File: config.mk
export PLATFORM = sky130hd
export DESIGN_NAME = insn_encoder_loader
export DESIGN_NICKNAME = d
export VERILOG_FILES = /design/src/rtl/insn_encoder_loader.sv
export SDC_FILE = /design/constraint.sdc
export NUM_CORES = 1
export LEC_CHECK = 0
export BUFFER_PORTS_ARGS = -buffer_cell sky130_fd_sc_hd__buf_2
export CAP_MARGIN = 25
export CORE_ASPECT_RATIO = 1.1
export CORE_UTILIZATION = 51
export CTS_CLUSTER_SIZE = 25
export DETAILED_ROUTE_END_ITERATION = 8
export GPL_TIMING_DRIVEN = 0
export PLACE_DENSITY = 0.8
export RECOVER_POWER = 50
export SETUP_SLACK_MARGIN = 0.1
export SYNTH_ARGS = -nofsm -noshare
export SYNTH_HDL_FRONTEND = slang
export SYNTH_SLANG_ARGS = --single-unit
export TNS_END_PERCENT = 5
File: constraint.sdc
create_clock -name clk -period 3.84 [get_ports clk]
set_input_delay 0.384 -clock clk [delete_from_list [all_inputs] [get_ports clk]]
set_output_delay 0.384 -clock clk [all_outputs]
set_load 0.01 [all_outputs]
File: src/rtl/insn_encoder_loader.sv
// insn_encoder_loader: packs MIPS field tuples into 32-bit words and writes them to consecutive
// word addresses from BASE_ADDR. Define INSN_ENC_CHECK_EN to reject opcode/format mismatches.
module insn_encoder_loader #(
    parameter logic [31:0] BASE_ADDR   = 32'h8002_0000,
    parameter int          DEPTH_WORDS = 1024
) (
    input  logic        clk,
    input  logic        rst,
    input  logic        start,
    input  logic        in_valid,
    output logic        in_ready,
    input  logic [1:0]  fmt,
    input  logic [5:0]  opcode,
    input  logic [4:0]  rs,
    input  logic [4:0]  rt,
    input  logic [4:0]  rd,
    input  logic [4:0]  sha,
    input  logic [5:0]  func,
    input  logic [15:0] immed,
    input  logic [25:0] target,
    input  logic        last,
    output logic [31:0] mem_addr,
    output logic [31:0] mem_data,
    output logic        mem_wren,
    output logic [1:0]  mem_size,
    output logic [10:0] count,
    output logic        done,
    output logic        illegal,
    output logic        overflow
);
    // state | meaning
    // IDLE  | out of reset, waiting for start
    // LOAD  | accepting field tuples
    // FLUSH | last tuple accepted, its write is on the bus
    // DONE  | session complete, waiting for start
    typedef enum logic [1:0] {IDLE, LOAD, FLUSH, DONE} state_t;

    localparam logic [10:0] COUNT_MAX = 11'(DEPTH_WORDS);

    state_t      state, state_nxt;
    logic [31:0] next_addr;
    logic [31:0] packed_word;
    logic        accept;
    logic        legal;
    logic        full;
    logic        sess_start;

    assign accept     = in_valid && (state == LOAD);
    assign sess_start = start && ((state == IDLE) || (state == DONE));
    assign full       = (count >= COUNT_MAX);
    assign mem_size   = 2'b10;

`ifdef INSN_ENC_CHECK_EN
    always_comb begin
        legal = 1'b0;
        case (fmt)
            2'd0:    legal = (opcode == 6'h00) || (opcode == 6'h1C);
            2'd1:    legal = !((opcode == 6'h00) || (opcode == 6'h02) ||
                               (opcode == 6'h03) || (opcode == 6'h1C));
            2'd2:    legal = (opcode == 6'h02) || (opcode == 6'h03);
            default: legal = 1'b0;
        endcase
    end
`else
    assign legal = (fmt != 2'd3);
`endif

    always_comb begin
        packed_word = {opcode, target};
        case (fmt)
            2'd0:    packed_word = {opcode, rs, rt, rd, sha, func};
            2'd1:    packed_word = {opcode, rs, rt, immed};
            default: packed_word = {opcode, target};
        endcase
    end

    always_ff @(posedge clk or posedge rst) begin
        if (rst) state <= IDLE;
        else     state <= state_nxt;
    end

    always_comb begin
        state_nxt = state;
        case (state)
            IDLE:    if (start) state_nxt = LOAD;
            LOAD:    if (accept && last) state_nxt = FLUSH;
            FLUSH:   state_nxt = DONE;
            DONE:    if (start) state_nxt = LOAD;
            default: state_nxt = IDLE;
        endcase
    end

    always_comb begin
        in_ready = (state == LOAD);
        done     = (state == DONE);
    end

    // Address and count only move on words that are actually written.
    always_ff @(posedge clk or posedge rst) begin
        if (rst) begin
            mem_wren  <= 1'b0;
            mem_addr  <= BASE_ADDR;
            mem_data  <= 32'h0;
            next_addr <= BASE_ADDR;
            count     <= 11'd0;
            illegal   <= 1'b0;
            overflow  <= 1'b0;
        end else begin
            mem_wren <= accept && legal && !full;
            if (sess_start) begin
                count     <= 11'd0;
                illegal   <= 1'b0;
                overflow  <= 1'b0;
                next_addr <= BASE_ADDR;
                mem_addr  <= BASE_ADDR;
            end else if (accept) begin
                if (!legal) begin
                    illegal <= 1'b1;
                end else if (full) begin
                    overflow <= 1'b1;
                end else begin
                    mem_data  <= packed_word;
                    mem_addr  <= next_addr;
                    next_addr <= next_addr + 32'd4;
                    count     <= count + 11'd1;
                end
            end
        end
    end
endmodule
==> results of run 1 <==
cell usage after synthesis, types with 4 or more instances:
library cell	number	share of area, %
nor2_1	52	3.8
mux2_2	6	1.3
a21oi_1	56	5.4
or3_1	9	1.1
mux2i_1	27	5.2
nand4_1	16	1.9
buf_2	5	0.48
and3_1	5	0.60
dfrtp_1	105	51
clkbuf_1	20	1.4
xor2_1	19	3.2
nand2_1	115	8.3
buf_4	4	0.58
nand3_1	15	1.4
ha_1	5	1.2
nor3_1	5	0.48
o21ai_0	33	3.2
inv_1	9	0.65
xnor2_1	10	1.7
dfstp_2	4	2.0
per-layer routing:
layer	vias to the layer above	GRT usage [%]	routed length, µm
met3	29	5.84	674
met5	-	0	0
met4	0	12.0	367
met1	2221	29.7	5120
met2	153	47.3	6960
li1	2188	-	-
worst max-delay path, stage by stage, from the launching register on:
cell and delay [ns]:
dfrtp_1 0.42, inv_1 0.07, ha_1 0.25, nand2_1 0.17, or3_1 0.33, buf_4 0.18, clkinv_2 0.14, nand2_1 0.13
buf_2 0.24, buf_2 0.21, nand2_1 0.09, o21ai_0 0.09
flip-flops by register name, summed over array words and instances, names as in the netlist:
register   count
mem_wren       1
count         11
mem_data      32
mem_addr      31
next_addr     30
state          2
illegal        1
overflow       1
cell type report:
cell class,count,area share (%)
Clock buffer,10,2.18
Timing Repair Buffer,159,12.1
Inverter,10,0.633
Buffer,33,2.53
Clock inverter,6,1.13
Multi-Input combinational cell,399,35.8
Tap cell,120,2.37
Sequential cell,109,43.2
cell usage in the layout, fill, tap and decap left out, drive strengths merged, types with 6 or more instances in the layout:
master / synthesis / layout
buf: 13 / 132
clkbuf: 20 / 70
xor2: 19 / 19
xnor2: 10 / 10
nor3: 6 / 6
inv: 9 / 9
nand4: 17 / 17
o21ai: 34 / 34
a21oi: 56 / 56
mux2: 6 / 6
or3: 10 / 10
nand3: 15 / 15
mux2i: 27 / 27
dfrtp: 105 / 105
nand2: 115 / 115
nor2: 52 / 52
final timing paths:
check                                  start           end  slack, ns  depth (start not counted)
worst min-delay path               opcode[3]  mem_data[29]       0.23                          2
worst min register to register  mem_data[12]  mem_data[12]       0.49                          2
min in group asynchronous                rst   mem_data[8]       0.40                          2
worst max-delay path                state[1]   mem_data[0]       1.40                         11
worst max register to register      state[1]   mem_data[0]       1.40                         11
max in group asynchronous                rst  mem_addr[17]       2.47                          3
where the power goes:
part	total, W	leakage, nW	switching [W]	internal, W
Sequential	0.00148	1.45	0.000130	0.00135
Combinational	0.00106	1.48	0.000697	0.000367
Clock	0.000730	0.0991	0.000406	0.000324
cells by family (layout without fill, tap and decap cells):
kind of cell / after synthesis / count (layout)
mux: 33 / 33
fa+ha+maj: 5 / 5
other cells: 2 / 2
xor+xnor: 29 / 29
flops: 109 / 109
compound gates: 95 / 95
buf+inv: 43 / 218
simple gates: 235 / 235
per-stage QoR:
stage	utilization (%)	setup slack [ns]	instance area, µm²
5_1_grt	63.9	1.21	6320
4_1_cts	64.5	1.39	6370
2_1_floorplan	-	0.589	5190
6_report	63.9	1.40	6320
3_3_place_gp	62.0	-0.505	6140
3_5_place_dp	62.3	1.41	6170
==> results.md, run 1 <==
- First-pass GRT wire length: 21700 µm
- Relative max-transition margin: -15.9%
- Overall Power: approximately 0.0033 W
- Final hold viol count: 0
- Worst Path Required: between 4 and 5 ns
- Row count: 38
- Largest net degree at the start of global routing: 73
- Number of buffers created by CTS: 9
- DR vias: roughly 4600
- Initial core utilization: between 50% and 60%
- First DRT Iteration DRCs: roughly 220
- Fin crit period: 2.44 ns
- Post-route insts no fill: 846
- Filler cell count: between 900 and 1000
- Crit path max fanout: 10
- Ys flop type: dfrtp_1
- Multi-input gate area in the final layout: 2260 µm²
- Post-CTS Setup Bufs: 0
- Nets@finish: a little over 800
- Xor/xnor share of the synthesized area: between 4 and 5%
- Post-route ant nets: 0
- Total negative setup slack: 0 ns
- Post-cts sizing count: 0
- Sequential element share of the synthesized area: approximately 53%
- GR Overflow Total: 0
- # hold bufs at CTS: 0
- Clock Latency Late Sink: ~0.38 ns
- I/O Pins: approximately 160
- Share of layout cells above drive strength 1: 22.9%
- Vias in the first global route: between 4000 and 5000
- Clk buf depth: 2
- Initial antenna violation count: 0
- Clk Tree Root Cell: clkbuf_8
- Number of port buffers: about 160
- Crit Path Class: flop to flop
- Leakage Power: 3.03 nW
- DRC: 0
- GRT Overall Usage: a little over a quarter
- Diode count: 0
- Critical path launch point type: flop
- Maximum vdd drop: 0.000321 V
- Unrepaired setup endpoints after global routing: false
- Sink Count: ~110
- Crit share post-route: a little under two thirds
- Largest family of logic cells by synthesized area: simple AND/OR/NAND/NOR gates
- Status: complete, but fails checks
- Hpwl dp: 9900 µm
- Number of synthesized flops with an enable pin: 0
- Simple-gate share of the synthesized area: 21.1%
- Yosys cell types: between 40 and 50
- Async SR Flop Fraction: between 90% and 100%
- CTS H-Tree Depth: 3
- Avg Cell Area, Syn: ~9.4 µm²
- Synth Area in Compound Gates: approximately a tenth
- Adder-Cell Fraction of Synth Area: roughly 1.2%
- Synth-to-layout area growth: 21.7%
- Fmax: 0.410 GHz
- Synthesized area: a little over 5000 µm²
- Worst-path clk slew: 0.11 ns
- Clock skew: about 0.015 ns
- Pre-antenna DRT Iters: 6
- CP Capture Type: flop
- Die X: about 98 µm
- Full die area: around 11000 µm²
- Setup-failing EPs final: 0
- Seq cells post-synth: approximately 110
- Post-synthesis mux area share: 6.50%
- Post-DR wirelength/cell: roughly 16 µm
- Die Ht: ~110 µm
- Worst slew pin tran: around 1.7 ns
- YS warnings: 0
- MaxCap Viol Count: 1
- CTS tree: yes
- Register area: 2730 µm²
- Gate Count Post-Synth: 551
- Failing checks: capacitance limit, slew limit
- Power density cells: around 520 nW/µm²
- Final WL: ~13000 µm
- Min-Delay Path Class: input pin to flop
- Syn Nets: approximately 640
- Final RePlAce weighted congestion: ~0.84
- Hold WS: 0.225 ns
- Crit path arrival time: about 2.7 ns
- Core ar.: about 9900 µm²
- DR vias/cell: roughly 5.4
- Max-slew violations: 38
- Cell count after placement: between 800 and 900
No activity file was read; power rests on OpenSTA's default activity.
==> inputs of run 2 (changes only) <==
- clock period: 3.84 -> 2.37 ns (I/O delays scaled with it)
==> run 2 against run 1 <==
  * The run now ends clean
  * Core utilization is 0.42 points higher
  * Count of clock-buffer cells in the layout is 2 higher
  * Critical path depth is 5 lower
  * Sequential power is 64% higher
  * Sequential share of layout area is 0.28 points lower
  * Die area stayed put
  * Clock power is 49% higher
  * Combinational power is 67% higher
  * Critical endpoint is now next_addr[31]
  * Highest routed layer unchanged
==> results.md, run 2 (synthesis results as in run 1) <==
- Synth-to-layout area growth: 22.5%
- Crit share post-route: 91.6% (+28 points)
- Filler cell count: 871 (-3.5%)
- Post-DP Area: 6200 µm² (+0.55%)
- Relative max-transition margin: 44.6% (+60 points)
- Dpl ws: -0.0249 ns (-1.44 ns)
- Status: completed
- Largest net degree at the start of global routing: 34 (-53%)
- Vias in the first global route: 4528 (-1.0%)
- Final WL: 12900 µm (-1.7%)
- Cell family with most CP delay: simple AND/OR/NAND/NOR gates
- Final setup margin: 0.198 ns (-1.21 ns)
- Clk buf depth: 2 (unchanged)
- First-pass GRT wire length: 21500 µm (-1.1%)
- Pre-antenna DRT Iters: 6 (unchanged)
- Crit path max fanout: 9 (-1)
- Critical path launch point type: flop
- Crit path arrival time: 2.47 ns (-0.22 ns)
- Crit Path Class: flop to flop
- DRC: 0 (unchanged)
- Setup-failing EPs final: 0 (unchanged)
- Buf/Inv on CP: 0 (-5)
- Sink Count: 109 (unchanged)
- I/O Pins: 163 (unchanged)
- Unrepaired setup endpoints after global routing: true
- CTS tree: yes
- Top routing layer used: met4
- Slowest CP cell: dfrtp_1
- Most common cell after layout, fill and taps aside: nand2_1
- Clock skew: 0.0156 ns (+0.000721 ns)
- Core ar.: 9890 µm² (unchanged)
- Max reg flops: 32 (unchanged)
- Most frequent cells in the layout: 113 x nand2_1, 105 x dfrtp_1, 93 x clkbuf_1
- Worst Path Required: 2.67 ns (-1.42 ns)
- Nets@finish: 813 (+0.74%)
- Met3 Wirelength: 775 µm (+15%)
- Clock Latency Late Sink: 0.38 ns (about the same)
- Final RePlAce weighted congestion: 0.836 (-0.21%)
- Post-route ant nets: 0 (unchanged)
- Hold WS: 0.0944 ns (-0.131 ns)
- Total negative setup slack: 0 ns (unchanged)
- DR vias/cell: 5.38 (-0.88%)
- Initial antenna violation count: 0 (unchanged)
- Power density cells: 830 nW/µm² (+60%)
- Hpwl dp: 9830 µm (-0.68%)
- Metal2 WL: 6560 µm (-5.7%)
- First DRT Iteration DRCs: 207 (-4.2%)
- Largest stage delay, worst path: 0.45 ns (+0.03 ns)
- Full die area: 10600 µm² (unchanged)
- MaxCap Viol Count: 0 (-1)
- Fin area: 6360 µm² (+0.65%)
- Number of port buffers: 158 (unchanged)
- Worst slew pin tran: 0.820 ns (-0.909 ns)
- Min-Delay Path Class: input pin to flop
- Max-slew violations: 0 (-100%)
- Worst-path clk slew: 0.11 ns (about the same)
- Diode count: 0 (unchanged)
- Fmax: 0.460 GHz (+12%)
- Met1 wire length: 5180 µm (+1.2%)
- Row count: 38 (unchanged)
- CP Capture Type: flop
- Biggest regs: mem_data x32, mem_addr x31, next_addr x30
- Die X: 98.2 µm (unchanged)
- GR Overflow Total: 0 (unchanged)
- CTS H-Tree Depth: 3 (unchanged)
- Post-DR wirelength/cell: 15.1 µm (-2.4%)
- Number of buffers created by CTS: 9 (unchanged)
- Share of layout cells above drive strength 1: 19.7% (-3.2 points)
- Final hold viol count: 0 (unchanged)
- DR vias: 4583 (-0.17%)
- Clk Tree Root Cell: clkbuf_8
- Initial core utilization: 52.5% (unchanged)
- GRT Overall Usage: 25.6% (-0.70 points)
- Leakage Power: 2.94 nW (-2.9%)
- Cells along the critical path: ha_4 -> nand2_1 -> o31ai_4 -> nand3_1 -> o31a_1 -> or3_1
- Maximum vdd drop: 0.000469 V (+46%)
- Die Ht: 108 µm (unchanged)
- Fin crit period: 2.17 ns (-0.265 ns)
- Top reg by flops: mem_data
-- run 2: cell count changes in the layout (fill, tap and decap cells not counted), moves of 2 or more --
cell,before,now
buf_2,123,88
buf_12,0,3
clkbuf_2,0,4
nand2_1,115,113
clkbuf_1,60,93
nand2_2,0,2
buf_4,4,6
-- run 2: final cells by class --
type	count	area, µm²	area share [%]
inverter	10	43.8	0.688
clock inverter	4	32.5	0.511
clock buffer	12	155	2.44
sequential	109	2730	42.9
tap	120	150	2.36
multi-input combinational	399	2290	36.0
buffer	33	170	2.67
timing repair buffer	165	788	12.4
-- run 2: worst reg2reg max path: cells and delay by family, from the launching register on --
kind                     cells  cell delay (ns)
AND/OR/NAND/NOR              3             0.79
AO/OA/AOI/OAI                2             0.55
flip-flops                   1             0.45
adder cells (fa/ha/maj)      1             0.30
-- run 2: where the power goes --
group | internal, W | leakage (nW) | total, W | switching, W
sequential | 0.00219 | 1.45 | 0.00243 | 0.000233
combinational | 0.000629 | 1.40 | 0.00177 | 0.00114
clock | 0.000445 | 0.0888 | 0.00109 | 0.000644
total | 0.00327 | 2.94 | 0.00528 | 0.00201
-- run 2: path summary, 6_finish.rpt --
kind / startpoint / end / slack, ns / depth (start not counted)
max: state[0] / next_addr[31] / 0.20 / 6
min: opcode[3] / mem_data[29] / 0.09 / 2
max reg2reg: state[0] / next_addr[31] / 0.20 / 6
min reg2reg: mem_data[25] / mem_data[25] / 0.49 / 2
max in group asynchronous: rst / mem_addr[22] / 0.43 / 6
min in group asynchronous: rst / state[1] / 0.42 / 3
-- run 2: per-stage QoR --
step                cells  power (W)  utilization [%]
finish                852    0.00528             64.4
CTS                   849    0.00528             64.8
detailed placement    832    0.00419             62.7
floorplan             551    0.00345                -
global placement      829    0.00411             62.1
global route          852    0.00557             64.4
-- run 2: timing repair --
action | CTS | global route
buffers inserted | 0 | 3
endpoints found under the setup margin | 29 | 89
hold buffers | 1 | 0
endpoints found under the hold margin | 12 | 0
cloned | 0 | 0
resized for setup | 4 | 11
-- run 2: per-layer routing --
| metal | vias to the layer above | GRT usage (%) |
|---|---|---|
| met4 | 0 | 11.2 |
| met3 | 32 | 5.13 |
| met1 | 2168 | 29.7 |
| met2 | 174 | 45.8 |
| li1 | 2209 | - |
| met5 | - | 0 |
==> inputs of run 3 (changes only) <==
- MAX_ROUTING_LAYER: not set -> met4
- SLEW_MARGIN: not set -> 30
==> run 3 against run 2 <==
  * Clock power grew 17%
  * Sequential share of layout area is 0.24 points lower
  * Setup slack got worse by 0.00084 ns
  * Largest power group unchanged
  * Total power is 3.3% higher
==> results.md, run 3 (synthesis results as in run 1) <==
- Register area: 2730 µm² (unchanged)
- I/O Pins: 163 (unchanged)
- Reg2Reg Depth: 7 (+1)
- Overall Power: 0.00546 W (+3.3%)
- Cell family with most CP delay: simple AND/OR/NAND/NOR gates
- Leakage Power: 3.08 nW (+4.7%)
- Critical path launch point type: flop
- CTS tree: yes
- Buf/Inv on CP: 1 (+1)
- Largest stage delay, worst path: 0.39 ns (-0.06 ns)
- Row count: 38 (unchanged)
- Worst slew pin tran: 0.891 ns (+0.0711 ns)
- Sink Count: 109 (unchanged)
- Full die area: 10600 µm² (unchanged)
- Crit path arrival time: 2.48 ns (about the same)
- Die Ht: 108 µm (unchanged)
- Die X: 98.2 µm (unchanged)
- Hpwl dp: 9860 µm (+0.24%)
- Multi-input gate area in the final layout: 2290 µm² (-0.27%)
- DR vias/cell: 5.42 (+0.83%)
- Clock skew: 0.0122 ns (-0.00341 ns)
- Share of layout cells above drive strength 1: 24.1% (+4.4 points)
- Slowest CP cell: dfrtp_1
- Crit path max fanout: 9 (unchanged)
- Post-route insts no fill: 850 (-0.23%)
- Initial core utilization: 52.5% (unchanged)
- Max reg flops: 32 (unchanged)
- Sink of the worst hold path: mem_data[29]
- Min-Delay Path Depth: 2 (unchanged)
- First DRT Iteration DRCs: 184 (-11%)
- Setup-failing EPs final: 0 (unchanged)
- Post-route ant nets: 0 (unchanged)
- Pre-antenna DRT Iters: 7 (+1)
- Min-Delay Path Class: input pin to flop
- Cells along the critical path: inv_1 -> ha_4 -> nand2_1 -> o31ai_4 -> nand3_1 -> o31a_1 -> or3_1
- First-pass GRT wire length: 21600 µm (+0.71%)
- Fin crit period: 2.17 ns (+0.000837 ns)
- Relative max-transition margin: 40.3% (-4.3 points)
- Final WL: 12800 µm (-0.61%)
- Reg2Reg Setup Slack: 0.20 ns (about the same)
- Core ar.: 9890 µm² (unchanged)
- Post-DP Area: 6200 µm² (unchanged)
- Final setup margin: 0.197 ns (-0.000837 ns)
- Fin area: 6400 µm² (+0.55%)
- Final hold viol count: 0 (unchanged)
- Fmax: 0.460 GHz (about the same)
- Vias in the first global route: 4600 (+1.6%)
- GRT Overall Usage: 26.6% (+0.99 points)
- Diode count: 0 (unchanged)
- Clk buf depth: 2 (unchanged)
- Worst-path clk slew: 0.10 ns (about the same)
- Power density cells: 853 nW/µm² (+2.8%)
- Max-slew violations: 0 (unchanged)
- Worst Path Required: 2.68 ns (about the same)
- Most frequent cells in the layout: 122 x buf_2, 113 x nand2_1, 105 x dfrtp_1
- Crit share post-route: 91.7% (about the same)
- CTS H-Tree Depth: 3 (unchanged)
- Filler cell count: 859 (-1.4%)
- Largest net degree at the start of global routing: 32 (-5.9%)
- Dpl ws: -0.00429 ns (+0.0206 ns)
- Number of buffers created by CTS: 9 (unchanged)
- CP Capture Type: flop
- Most common cell after layout, fill and taps aside: buf_2
- Initial antenna violation count: 0 (unchanged)
- Synth-to-layout area growth: 23.2%
- Post-DR wirelength/cell: 15.1 µm (-0.38%)
- Crit Reg-Reg Startpoint: state[1]
- Clock Latency Late Sink: 0.38 ns (about the same)
- Crit Path Class: flop to flop
- Min-delay src: opcode[3]
- Number of port buffers: 158 (unchanged)
- Cell count after placement: 832 (unchanged)
- Final RePlAce weighted congestion: 0.848 (+1.5%)
- Nets@finish: 811 (-0.25%)
- Reg-to-Reg End: next_addr[31]
- Top reg by flops: mem_data
- Unrepaired setup endpoints after global routing: true
- Maximum vdd drop: 0.000473 V (+0.76%)
- Clk Tree Root Cell: clkbuf_8
- DR vias: 4610 (+0.59%)
- Biggest regs: mem_data x32, mem_addr x31, next_addr x30
- DRC: 0 (unchanged)
- GR Overflow Total: 0 (unchanged)
- Status: completed
- MaxCap Viol Count: 0 (unchanged)
==> run 3: changes by cell type in the layout (fill, tap and decap cells not counted), moves of 2 or more <==
| cell | previous run | this run |
|---|---|---|
| buf_2 | 88 | 122 |
| buf_12 | 3 | 1 |
| clkinvlp_4 | 2 | 0 |
| clkbuf_1 | 93 | 57 |
| buf_4 | 6 | 4 |
| inv_6 | 1 | 3 |
| bufinv_16 | 0 | 2 |
==> run 3: through the flow <==
stage               utilization, %  setup TNS, ns  hold slack (ns)
finish                        64.7              0           0.0862
global placement              62.1              0            0.457
global route                  64.7              0           0.0853
floorplan                        -              0            0.384
detailed placement            62.7       -0.00429            0.312
CTS                           65.2              0           0.0744
==> run 3: worst max path at each step <==
| stage | from | end | cells after the start |
|---|---|---|---|
| 6_report | state[1] | next_addr[31] | 7 |
| 5_1_grt | next_addr[2] | next_addr[24] | 6 |
| 2_1_floorplan | state[1] | next_addr[27] | 8 |
| 3_3_place_gp | state[1] | mem_data[21] | 11 |
| 4_1_cts | state[1] | next_addr[23] | 7 |
| 3_5_place_dp | state[1] | mem_data[11] | 11 |
==> run 3: what timing repair did <==
| action | in CTS | in global routing |
|---|---|---|
| setup buffers | 0 | 1 |
| hold endpoints to repair | 18 | 0 |
| setup endpoints to repair | 21 | 83 |
| gates resized for setup | 4 | 10 |
| hold buffers | 1 | 0 |
==> run 3: area by class of cell <==
class | instances | share of cell area, %
sequential | 109 | 42.7
inverter | 10 | 0.684
multi-input combinational | 399 | 35.7
timing repair buffer | 163 | 12.3
clock buffer | 10 | 2.15
buffer | 33 | 2.68
tap | 120 | 2.35
clock inverter | 6 | 1.43
==> run 3: metal layers <==
layer / track usage (%) / vias up / share of wire [%]
li1: - / 2204 / -
met1: 29.9 / 2187 / 40
met2: 46.7 / 186 / 51
met3: 5.13 / 33 / 6.1
met4: 10.7 / 0 / 3.0
met5: - / - / 0
==> run 3: worst register-to-register path, delay by kind of cell (launching register included) <==
family / cells / cell delay (ns)
flip-flops: 1 / 0.39
AND/OR/NAND/NOR: 3 / 0.79
adder cells (fa/ha/maj): 1 / 0.28
AO/OA/AOI/OAI: 2 / 0.57
buffers and inverters: 1 / 0.08
==> run 3: power breakdown <==
| part | total [W] | switching, W | internal [W] |
|---|---|---|---|
| Combinational | 0.00176 | 0.00112 | 0.000637 |
| Sequential | 0.00242 | 0.000228 | 0.00219 |
| Clock | 0.00128 | 0.000647 | 0.000632 |
| Total | 0.00546 | 0.00199 | 0.00346 |
